--- src/rtl/pipe_pkg.sv ---
// pipe_pkg: shared state encoding, control-bundle width and control-bit indices for pipeline stages.
package pipe_pkg;
  typedef enum logic [1:0] {EMPTY, FULL, SKID} state_t;
  localparam int CTRL_W_DEF = 8;
  localparam int CTRL_REGWRITE = 0;
  localparam int CTRL_MEMREAD = 1;
  localparam int CTRL_MEMWRITE = 2;
  localparam int CTRL_MEMTOREG = 3;
  localparam int CTRL_ALUOP_LSB = 4;
endpackage

--- src/rtl/pipe_sat_cnt.sv ---
// pipe_sat_cnt: saturating up-counter with synchronous clear and asynchronous active-low reset.
module pipe_sat_cnt #(
  parameter int W = 16
) (
  input  logic         clk,
  input  logic         rst_n,
  input  logic         inc,
  input  logic         clr,
  output logic [W-1:0] cnt
);
  always_ff @(posedge clk or negedge rst_n)
    if (!rst_n) cnt <= '0;
    else cnt <= clr ? '0 : (inc && !(&cnt)) ? cnt + 1'b1 : cnt;
endmodule

--- src/rtl/pipe_stage_reg.sv ---
// pipe_stage_reg: 2-entry skid-buffer pipeline register with flush and bubble control.
// Define PIPE_STAGE_PERF_CNT_EN to add saturating stall_cnt/flush_cnt outputs.
import pipe_pkg::*;
module pipe_stage_reg #(
  parameter int DATA_W = 32,
  parameter int CTRL_W = CTRL_W_DEF
) (
  input  logic              clk,
  input  logic              rst_n,
  input  logic              in_valid,
  output logic              in_ready,
  input  logic [DATA_W-1:0] in_data,
  input  logic [CTRL_W-1:0] in_ctrl,
  output logic              out_valid,
  input  logic              out_ready,
  output logic [DATA_W-1:0] out_data,
  output logic [CTRL_W-1:0] out_ctrl,
  input  logic              flush,
  input  logic              bubble
`ifdef PIPE_STAGE_PERF_CNT_EN
  ,
  output logic [15:0]       stall_cnt,
  output logic [15:0]       flush_cnt
`endif
);
  state_t state;
  logic [DATA_W-1:0] main_data, skid_data;
  logic [CTRL_W-1:0] main_ctrl, skid_ctrl;
  logic acc, drn;
  assign in_ready = (state != SKID) && !bubble;
  assign out_valid = state != EMPTY;
  assign out_data = main_data;
  assign out_ctrl = main_ctrl;
  assign acc = in_valid && in_ready;
  assign drn = out_valid && out_ready;
  // main_ctrl is zeroed whenever the stage empties so a bubble never carries live control bits
  always_ff @(posedge clk or negedge rst_n)
    if (!rst_n) begin
      state <= EMPTY;
      main_data <= '0;
      main_ctrl <= '0;
      skid_data <= '0;
      skid_ctrl <= '0;
    end else if (flush) begin
      state <= EMPTY;
      main_ctrl <= '0;
    end else
      case (state)
        EMPTY: if (acc) begin
          main_data <= in_data;
          main_ctrl <= in_ctrl;
          state <= FULL;
        end
        FULL: if (acc && drn) begin
          main_data <= in_data;
          main_ctrl <= in_ctrl;
        end else if (acc) begin
          skid_data <= in_data;
          skid_ctrl <= in_ctrl;
          state <= SKID;
        end else if (drn) begin
          main_ctrl <= '0;
          state <= EMPTY;
        end
        SKID: if (drn) begin
          main_data <= skid_data;
          main_ctrl <= skid_ctrl;
          state <= FULL;
        end
        default: state <= EMPTY;
      endcase
`ifdef PIPE_STAGE_PERF_CNT_EN
  pipe_sat_cnt #(.W(16)) u_stall_cnt (
    .clk(clk), .rst_n(rst_n), .inc(in_valid && !in_ready), .clr(1'b0), .cnt(stall_cnt)
  );
  pipe_sat_cnt #(.W(16)) u_flush_cnt (
    .clk(clk), .rst_n(rst_n), .inc(flush), .clr(1'b0), .cnt(flush_cnt)
  );
`endif
endmodule

--- config.mk ---
export PLATFORM = sky130hd
export DESIGN_NAME = pipe_stage_reg
export DESIGN_NICKNAME = d
export VERILOG_FILES = /design/src/rtl/pipe_pkg.sv /design/src/rtl/pipe_sat_cnt.sv /design/src/rtl/pipe_stage_reg.sv
export SDC_FILE = /design/constraint.sdc
export NUM_CORES = 1
export LEC_CHECK = 0
export CORE_UTILIZATION = 49
export CTS_CLUSTER_DIAMETER = 50
export DETAILED_ROUTE_END_ITERATION = 7
export GPL_TIMING_DRIVEN = 0
export PLACE_DENSITY = 0.9
export SETUP_SLACK_MARGIN = 0.4
export SYNTH_ARGS = -nofsm -noshare
export SYNTH_HDL_FRONTEND = slang
export SYNTH_SLANG_ARGS = --single-unit
--- constraint.sdc ---
create_clock -name clk -period 2.8 [get_ports clk]
set_input_delay 0.56 -clock clk [delete_from_list [all_inputs] [get_ports clk]]
set_output_delay 0.56 -clock clk [all_outputs]
set_load 0.02 [all_outputs]
; ---- Yosys cells after proc, flatten, opt, wreduce, memory -nomap -nowiden
; Cells that the tools add are included.
; Widths: inputs -> output; s select.
[classes]
n_addsub = 0
mul = 0
n_div = 0
order_cmp = 0
n_eq_ne = 12
n_shift = 0
n_mux = 18
bitwise_logic = 2
reduce_logical = 13
[op_table]
columns = operator, n
row1 = $mux 32, 3
row2 = $pmux 32 s3, 1
row3 = $mux 8, 6
row4 = $pmux 8 s3, 1
row5 = $mux 2, 6
row6 = $ne 4x4->1 const B, 3
row7 = $reduce_and 5->1, 2
row8 = $ne 3x3->1 const B, 3
row9 = $ne 2x2->1 const B, 4
row10 = $reduce_and 4->1, 2
row11 = $pmux 2 s3, 1
row12 = $logic_and 1x1->1, 4
row13 = $reduce_bool 4->1, 1
row14 = $reduce_bool 3->1, 1
row15 = $eq 2x1->1 const B, 1
row16 = $eq 2x2->1 const B, 1
row17 = $logic_not 2->1, 1
row18 = $not 1->1, 2
row19 = $reduce_bool 2->1, 1
row20 = $logic_not 1->1, 1
[word_totals]
register_bits = 82
latch_bits = 0
ram_bits = 0
mem_bits_ro = 0
inputBits = 46
out_inout_bits = 42
elab_cells = 50
n_memories = 0

; ---- Depth between registers and ports, before layout
; Gate-level depths: netlist of the first run.
[depth]
depth_word = 7
ltp_mapped = 8
mapped_depth_nobuf = 6

; ---- Worst setup path before layout of the first run
; Ideal clock, no wire load.
[synth_path]
path_type = register -> register
start = reg state[0]
end = reg main_data[28], in the netlist out_data[28]
setup_time_ns = 0.128
arrival_ns = 1.873
t_required_ns = 2.672
path_slack_ns = 0.799
stages_incl_launch_ff = 7
path_buffers = 2
period_less_slack_ns = 2.001
path_cell_list = dfrtp_1 > inv_1 > ha_1 > buf_2 > clkbuf_1 > mux2_2 > mux2_1
[synth_between]
elab_chain_cells = 6
elab_cells_between_ends = 15
classes_between = eq/ne (6) / mux (1) / reduce/logical (8)
[synth_rtl]
columns = item, line
row1 = start: declaration, pipe_stage_reg.sv:26  ; state_t state;
row2 = start signal: assignment, pipe_stage_reg.sv:39  ; state <= EMPTY;
row3 = start signal: assignment, pipe_stage_reg.sv:45  ; state <= EMPTY;
row4 = start signal: assignment, pipe_stage_reg.sv:52  ; state <= FULL;
row5 = $ne 2x2->1, pipe_stage_reg.sv:30  ; assign in_ready = (state != SKID) && !bubble;
row6 = $logic_and 1x1->1, pipe_stage_reg.sv:30
row7 = $logic_and 1x1->1, pipe_stage_reg.sv:34  ; assign acc = in_valid && in_ready;
row8 = $logic_and 1x1->1, pipe_stage_reg.sv:54  ; FULL: if (acc && drn) begin
row9 = $ne 2x2->1 (no source line), --
row10 = $reduce_and 5->1 (no source line), --
row11 = end signal: assignment, pipe_stage_reg.sv:50  ; main_data <= in_data;
row12 = end signal: assignment, pipe_stage_reg.sv:55  ; main_data <= in_data;
row13 = end signal: assignment, pipe_stage_reg.sv:66  ; main_data <= skid_data;
row14 = end: declaration, pipe_stage_reg.sv:27  ; logic [DATA_W-1:0] main_data, skid_data;
; Parallel ways exist; a longest one is shown, timed or not.
; A chain may end at the register's enable or synchronous reset.

; ---- Final worst setup path of the first run
[layout_path]
start = reg state[0]
end = out in_ready
[layout_between]
elab_chain_cells = 2
[layout_rtl]
columns = item, line
row1 = $ne 2x2->1, pipe_stage_reg.sv:30
row2 = $logic_and 1x1->1, pipe_stage_reg.sv:30
row3 = end: declaration, pipe_stage_reg.sv:11  ; output logic in_ready,
; No other way between the ends.

==> flow_summary.toml, run 1 <==
[clock_network]
path_clk_slew_ps = 80
cts_tree = "yes"
root_buffer = "clkbuf_8"
clkSinkCount = 82
cts_buffer_depth = 2
clkLatencyLatePin_ps = 340
cts_made_buffers = 9
hold_buffers = 0
cts_setup_buffers = 0
htreeDepth = 3

[synthesis]
synthTopCellsByArea = "dfrtp_1 (55%), mux2_2 (30%), nand2_1 (1.8%)"
synth_top_area_share = 0.546
ys_types = 29
synth.avg_cell_area_sq_um = 13.9
yosysTopAreaCell = "dfrtp_1"
syn-instance-count = 270
syn_area_sq_um = 3760
ys_seq_elements = 82
syn_nets = 320
ys_seq_area_frac = 0.546
yosysWarnings = 0

[timing]
fin_crit_ps = 2330
relSlewSlack = 0.577
final_hold_viol_count = 0
clock.fmax_mhz = 429
holdWs_ps = 183
setup_ws_ps = 471
rsz0062_at_grt = "true"
post-route-period-util = 0.832
slew_violations = 0
skew_ps = 7.84
setup_viol = 0
worst_slew_pin_slew_ps = 634

[cells_and_area]
drive_above_1_share = 0.366
diodes = 0
fin_cells = 473
finish.utilization = 0.684
area_growth_pct = 33.4
layout.nets = 419

[drt]
vias_per_cell = 5.23
routed_wl_um = 7540
drt_drc_violations_left = 0
antenna_left = 0
vias = 2473
wl_per_cell_um = 15.9
drt_iter0_markers = 64
drtPass1Iterations = 4

[power_and_ir_drop]
ir_drop_v = 0.000568
p_per_area_nw_per_um2 = 965
finalPower_mw = 4.84
p_leak_nw = 2.09

[place]
hpwlAfterDp_um = 5490
place_congestion = 0.764
pre_cts_slack_ps = 225
io_buffers = 87
placed_cells = 457

[global_route]
grtUsageTotal = 0.202
grt_pass1_wl_um = 12000
grt_pass1_vias = 2512
grt_antenna_before_repair = 0
grt-ovfl-total = 0
grt_start_max_net_pins = 45

[critical_path]
crit_path_max_fanout = 10
critPathKind = "reg -> out"
cp.required_ps = 2240
start_kind = "flop"
crit_arrival_ps = 1770
crit_path_end_kind = "output port"

[die]
io_pins = 88
initial_core_util = 0.512
die_w_um = 89.6
die-area_sq_um = 8020
fp-row-count = 31
core_area_sq_um = 7330
die_y_um = 89.6

[run]
maxCapViolCount = 0

[worst_hold_path]
hold_class = "in -> async"

[run_status]
status = "finished clean"
[synth_stat cells]
library cell	instances
mux2_2	99
o211a_2	1
and2_1	2
inv_1	4
buf_6	2
nor3b_2	2
nor2b_1	2
a21oi_1	2
ha_1	4
dfrtp_1	82
buf_4	4
clkbuf_1	3
buf_2	5
or4b_4	1
mux2_1	5
o21ai_0	3
a2111oi_0	1
a311oi_2	2
buf_1	1
nor2_1	13
and3_1	1
o22ai_4	1
a311oi_1	6
a221oi_1	1
a31o_2	1
nand3_1	1
nand3b_1	1
nand2b_1	2
nand2_1	18
[power breakdown]
part           switching [mW]  internal (mW)
Clock                   0.409          0.460
Sequential              0.290           1.74
Combinational           0.848           1.09
[what timing repair did]
action / 4_1_cts / 5_1_grt
resized for setup: 7 / 7
hold endpoints to repair: 0 / 0
endpoints found under the setup margin: 4 / 71
pin swaps: 0 / 0
[sequential cells by signal, indices dropped and copies added (netlist names)]
name,count
out_data,32
skid_data,32
out_ctrl,8
skid_ctrl,8
state,2
[stage by stage]
stage,cell area (sq um),TNS [ps]
after floorplan,3760,0
final,5010,0
after global routing,5010,0
after detailed placement,4770,0
after CTS,4990,0
after global placement,4750,-137130
[final timing paths]
check / startpoint / endpoint / slack [ps] / cells past startpoint
worst max-delay path: state[0]$_DFFE_PN0P_ / in_ready / 470 / 6
worst min register to register: skid_data[16]$_DFFE_PN0P_ / skid_data[16]$_DFFE_PN0P_ / 490 / 1
worst min-delay path: rst_n / skid_data[28]$_DFFE_PN0P_ / 180 / 1
min in group clk: skid_data[16]$_DFFE_PN0P_ / skid_data[16]$_DFFE_PN0P_ / 490 / 1
max in group asynchronous: rst_n / skid_data[19]$_DFFE_PN0P_ / 2020 / 2
worst max register to register: state[0]$_DFFE_PN0P_ / out_data[13]$_DFFE_PN0P_ / 500 / 7
[worst max-delay path: stages, from the launching register on]
cell           delay, ps
dfrtp_1              410
inv_1                140
ha_4                 190
buf_6                160
buf_6                160
nor2_1                50
dlygate4sd2_1        310
[placed cells by master (no fill, tap or decap), types with 3 or more instances in the layout]
master,Yosys,layout
nand2_1,18,18
inv_1,4,4
a311oi_1,6,6
mux2_1,5,5
mux2_2,99,99
clkbuf_8,0,11
ha_1,4,3
clkdlybuf4s50_1,0,84
o21ai_0,3,3
clkbuf_1,3,4
dfrtp_1,82,82
buf_4,4,6
nor2_1,13,13
buf_6,2,4
[per-layer routing]
layer  part of all wire  wire, um  global-route usage
met1               0.42      3200               0.250
met2               0.52      3910               0.348
met3              0.041       307              0.0425
met4              0.017       125              0.0779
met5                  0         0                   0
[area by class of cell]
class / count / area, sq um
Clock buffer: 12 / 155
Clock inverter: 4 / 50.0
Inverter: 4 / 15.0
Buffer: 15 / 113
Multi-Input combinational cell: 169 / 1620
Fill cell: 508 / 2320
Timing Repair Buffer: 88 / 886
Sequential cell: 82 / 2050
Tap cell: 99 / 124
[kinds of logic after synthesis]
group	Yosys count	share of synthesized area
AO/OA/AOI/OAI	18	0.0436
buffers and inverters	19	0.0286
multiplexers	104	0.312
adder cells (fa/ha/maj)	4	0.0133
AND/OR/NAND/NOR	43	0.0563
flip-flops	82	0.546
Note: power is estimated with default switching activity, not from simulation.
==> run 2: changes to the inputs <==
==> constraint.sdc (replaced) <==
create_clock -name clk -period 2.4 [get_ports clk]
set_input_delay 0.48 -clock clk [delete_from_list [all_inputs] [get_ports clk]]
set_output_delay 0.48 -clock clk [all_outputs]
set_load 0.02 [all_outputs]
==> run 2 against run 1 <==
Effect of this change:
- largest power group is now combinational cells
- sequential cell count unchanged
- first-iteration DRC count rose by 67%
- register-to-register slack worse by 250 ps
- utilization is 4.8 points higher
- combinational power grew 30%
- count of clock-buffer cells in the layout is the same
- critical endpoint is now skid_ctrl[4]$_DFFE_PN0P_
- final area grew 7.0%
- clock power increased by 7.4%
==> flow_summary.toml, run 2 (same netlist as run 1, synthesis figures left out) <==
[clock_network]
cts_tree = "yes"
clkSinkCount = 82
root_buffer = "clkbuf_8"
path_clk_slew_ps = 80
clkLatencyLatePin_ps = 340
cts_made_buffers = 9
cts_buffer_depth = 2
htreeDepth = 3

[critical_path]
crit_arrival_ps = 2370
start_kind = "flop"
critPathKind = "reg -> reg"
r2r-start = "state[1]$_DFFE_PN0P_"
critPathBufInv = 3
crit_path_max_fanout = 10
crit_family = "simple AND/OR/NAND/NOR gates"
cp.required_ps = 2620
path_cells = "buf_4 -> ha_4 -> nor3b_4 -> nand2_2 -> nor3b_4 -> buf_6 -> buf_8 -> mux2_2"
cpPeakStageDelay_ps = 410
crit_path_end_kind = "flop"
cp-startpoint = "state[1]$_DFFE_PN0P_"
cp_common_cell = "nor3b_4"
cp_slowest_cell = "dfrtp_1"

[global_route]
grt-ovfl-total = 0
grt_pass1_vias = 2725
grtUsageTotal = 0.212
grt_pass1_wl_um = 12600
grt_antenna_before_repair = 0
grt_start_max_net_pins = 69

[drt]
drt_iter0_markers = 107
drtPass1Iterations = 5
antenna_left = 0
vias_per_cell = 5.40
wl_per_cell_um = 16.8
routed_wl_um = 8360
drt_drc_violations_left = 0
vias = 2682

[power_and_ir_drop]
ir_drop_v = 0.000636
p_leak_nw = 2.27
p_per_area_nw_per_um2 = 1090

[timing]
final_hold_viol_count = 0
skew_ps = 9.50
slew_violations = 0
clock.fmax_mhz = 465
worst_slew_pin_slew_ps = 535
setup_viol = 0
setup_ws_ps = 247
relSlewSlack = 0.643
rsz0062_at_grt = "true"
post-route-period-util = 0.897
fin_crit_ps = 2150

[die]
io_pins = 88
initial_core_util = 0.512
die-area_sq_um = 8020
die_y_um = 89.6
fp-row-count = 31
core_area_sq_um = 7330
die_w_um = 89.6

[place]
io_buffers = 87
hpwlAfterDp_um = 5370
pre_cts_slack_ps = -201
place_congestion = 0.815

[worst_hold_path]
hold_class = "reg -> reg"
worstHoldStart = "skid_data[31]$_DFFE_PN0P_"

[cells_and_area]
area_growth_pct = 42.8
diodes = 0
final_common_cell = "mux2_2"
finish.utilization = 0.732
layout.nets = 443
final_cell_mix = "mux2_2 (99), clkdlybuf4s50_1 (83), dfrtp_1 (82)"
drive_above_1_share = 0.430

[run]
maxCapViolCount = 0

[run_status]
status = "finished clean"
-- run 2: cell count changes in the layout (fill, tap and decap cells not counted), sizes merged --
cell,before,now
bufbuf,0,1
clkbuf,17,14
clkdlybuf4s50,84,83
dlygate4sd3,0,1
buf,12,38
bufinv,1,0
clkinv,1,2
-- run 2: path summary, 6_finish.rpt --
path / slack, ps / cells past startpoint / end
max: 250 / 8 / skid_ctrl[4]$_DFFE_PN0P_
min: 490 / 1 / skid_data[31]$_DFFE_PN0P_
max reg2reg: 250 / 8 / skid_ctrl[4]$_DFFE_PN0P_
min reg2reg: 490 / 1 / skid_data[31]$_DFFE_PN0P_
max in group asynchronous: 1280 / 3 / out_data[19]$_DFFE_PN0P_
min in group asynchronous: 530 / 2 / out_data[9]$_DFFE_PN0P_
-- run 2: cell type report --
cell class                 instances  area, sq um
fill                             459         1970
clock inverter                     4         25.0
multi-input combinational        169         1680
buffer                            15          186
inverter                           4         15.0
sequential                        82         2050
clock buffer                      12          165
timing repair buffer             112         1120
tap                               99          124
-- run 2: power breakdown --
part / internal [mW] / leakage (nW) / switching [mW]
clock network: 0.458 / 0.0944 / 0.475
logic: 1.45 / 1.17 / 1.08
registers: 2.03 / 1.01 / 0.335
-- run 2: per-layer routing --
| metal | vias to the layer above | GRT usage | routed length (um) |
|---|---|---|---|
| met5 | - | 0 | 0 |
| met4 | 0 | 0.0620 | 133 |
| met3 | 14 | 0.0637 | 457 |
| met2 | 108 | 0.360 | 4280 |
| met1 | 1347 | 0.261 | 3490 |
| li1 | 1213 | - | - |
-- run 2: metrics by stage --
| step | hold slack, ps | area (sq um) | std cells | power [mW] | setup TNS (ps) |
|---|---|---|---|---|---|
| after global routing | 515 | 5370 | 497 | 6.15 | 0 |
| after global placement | 461 | 4750 | 456 | 4.53 | -172920 |
| after CTS | 491 | 5270 | 492 | 5.77 | 0 |
| after detailed placement | 353 | 4780 | 457 | 4.65 | -9070 |
| after floorplan | 184 | 3760 | 270 | 3.65 | 0 |
| final | 488 | 5370 | 497 | 5.82 | 0 |
-- run 2: timing repair --
action,in CTS,in global routing
setup buffers,17,5
gates cloned,1,0
hold buffers,1,0
endpoints found under the hold margin,14,0
pin swaps,6,8
setup endpoints to repair,75,80
gates resized for setup,45,14
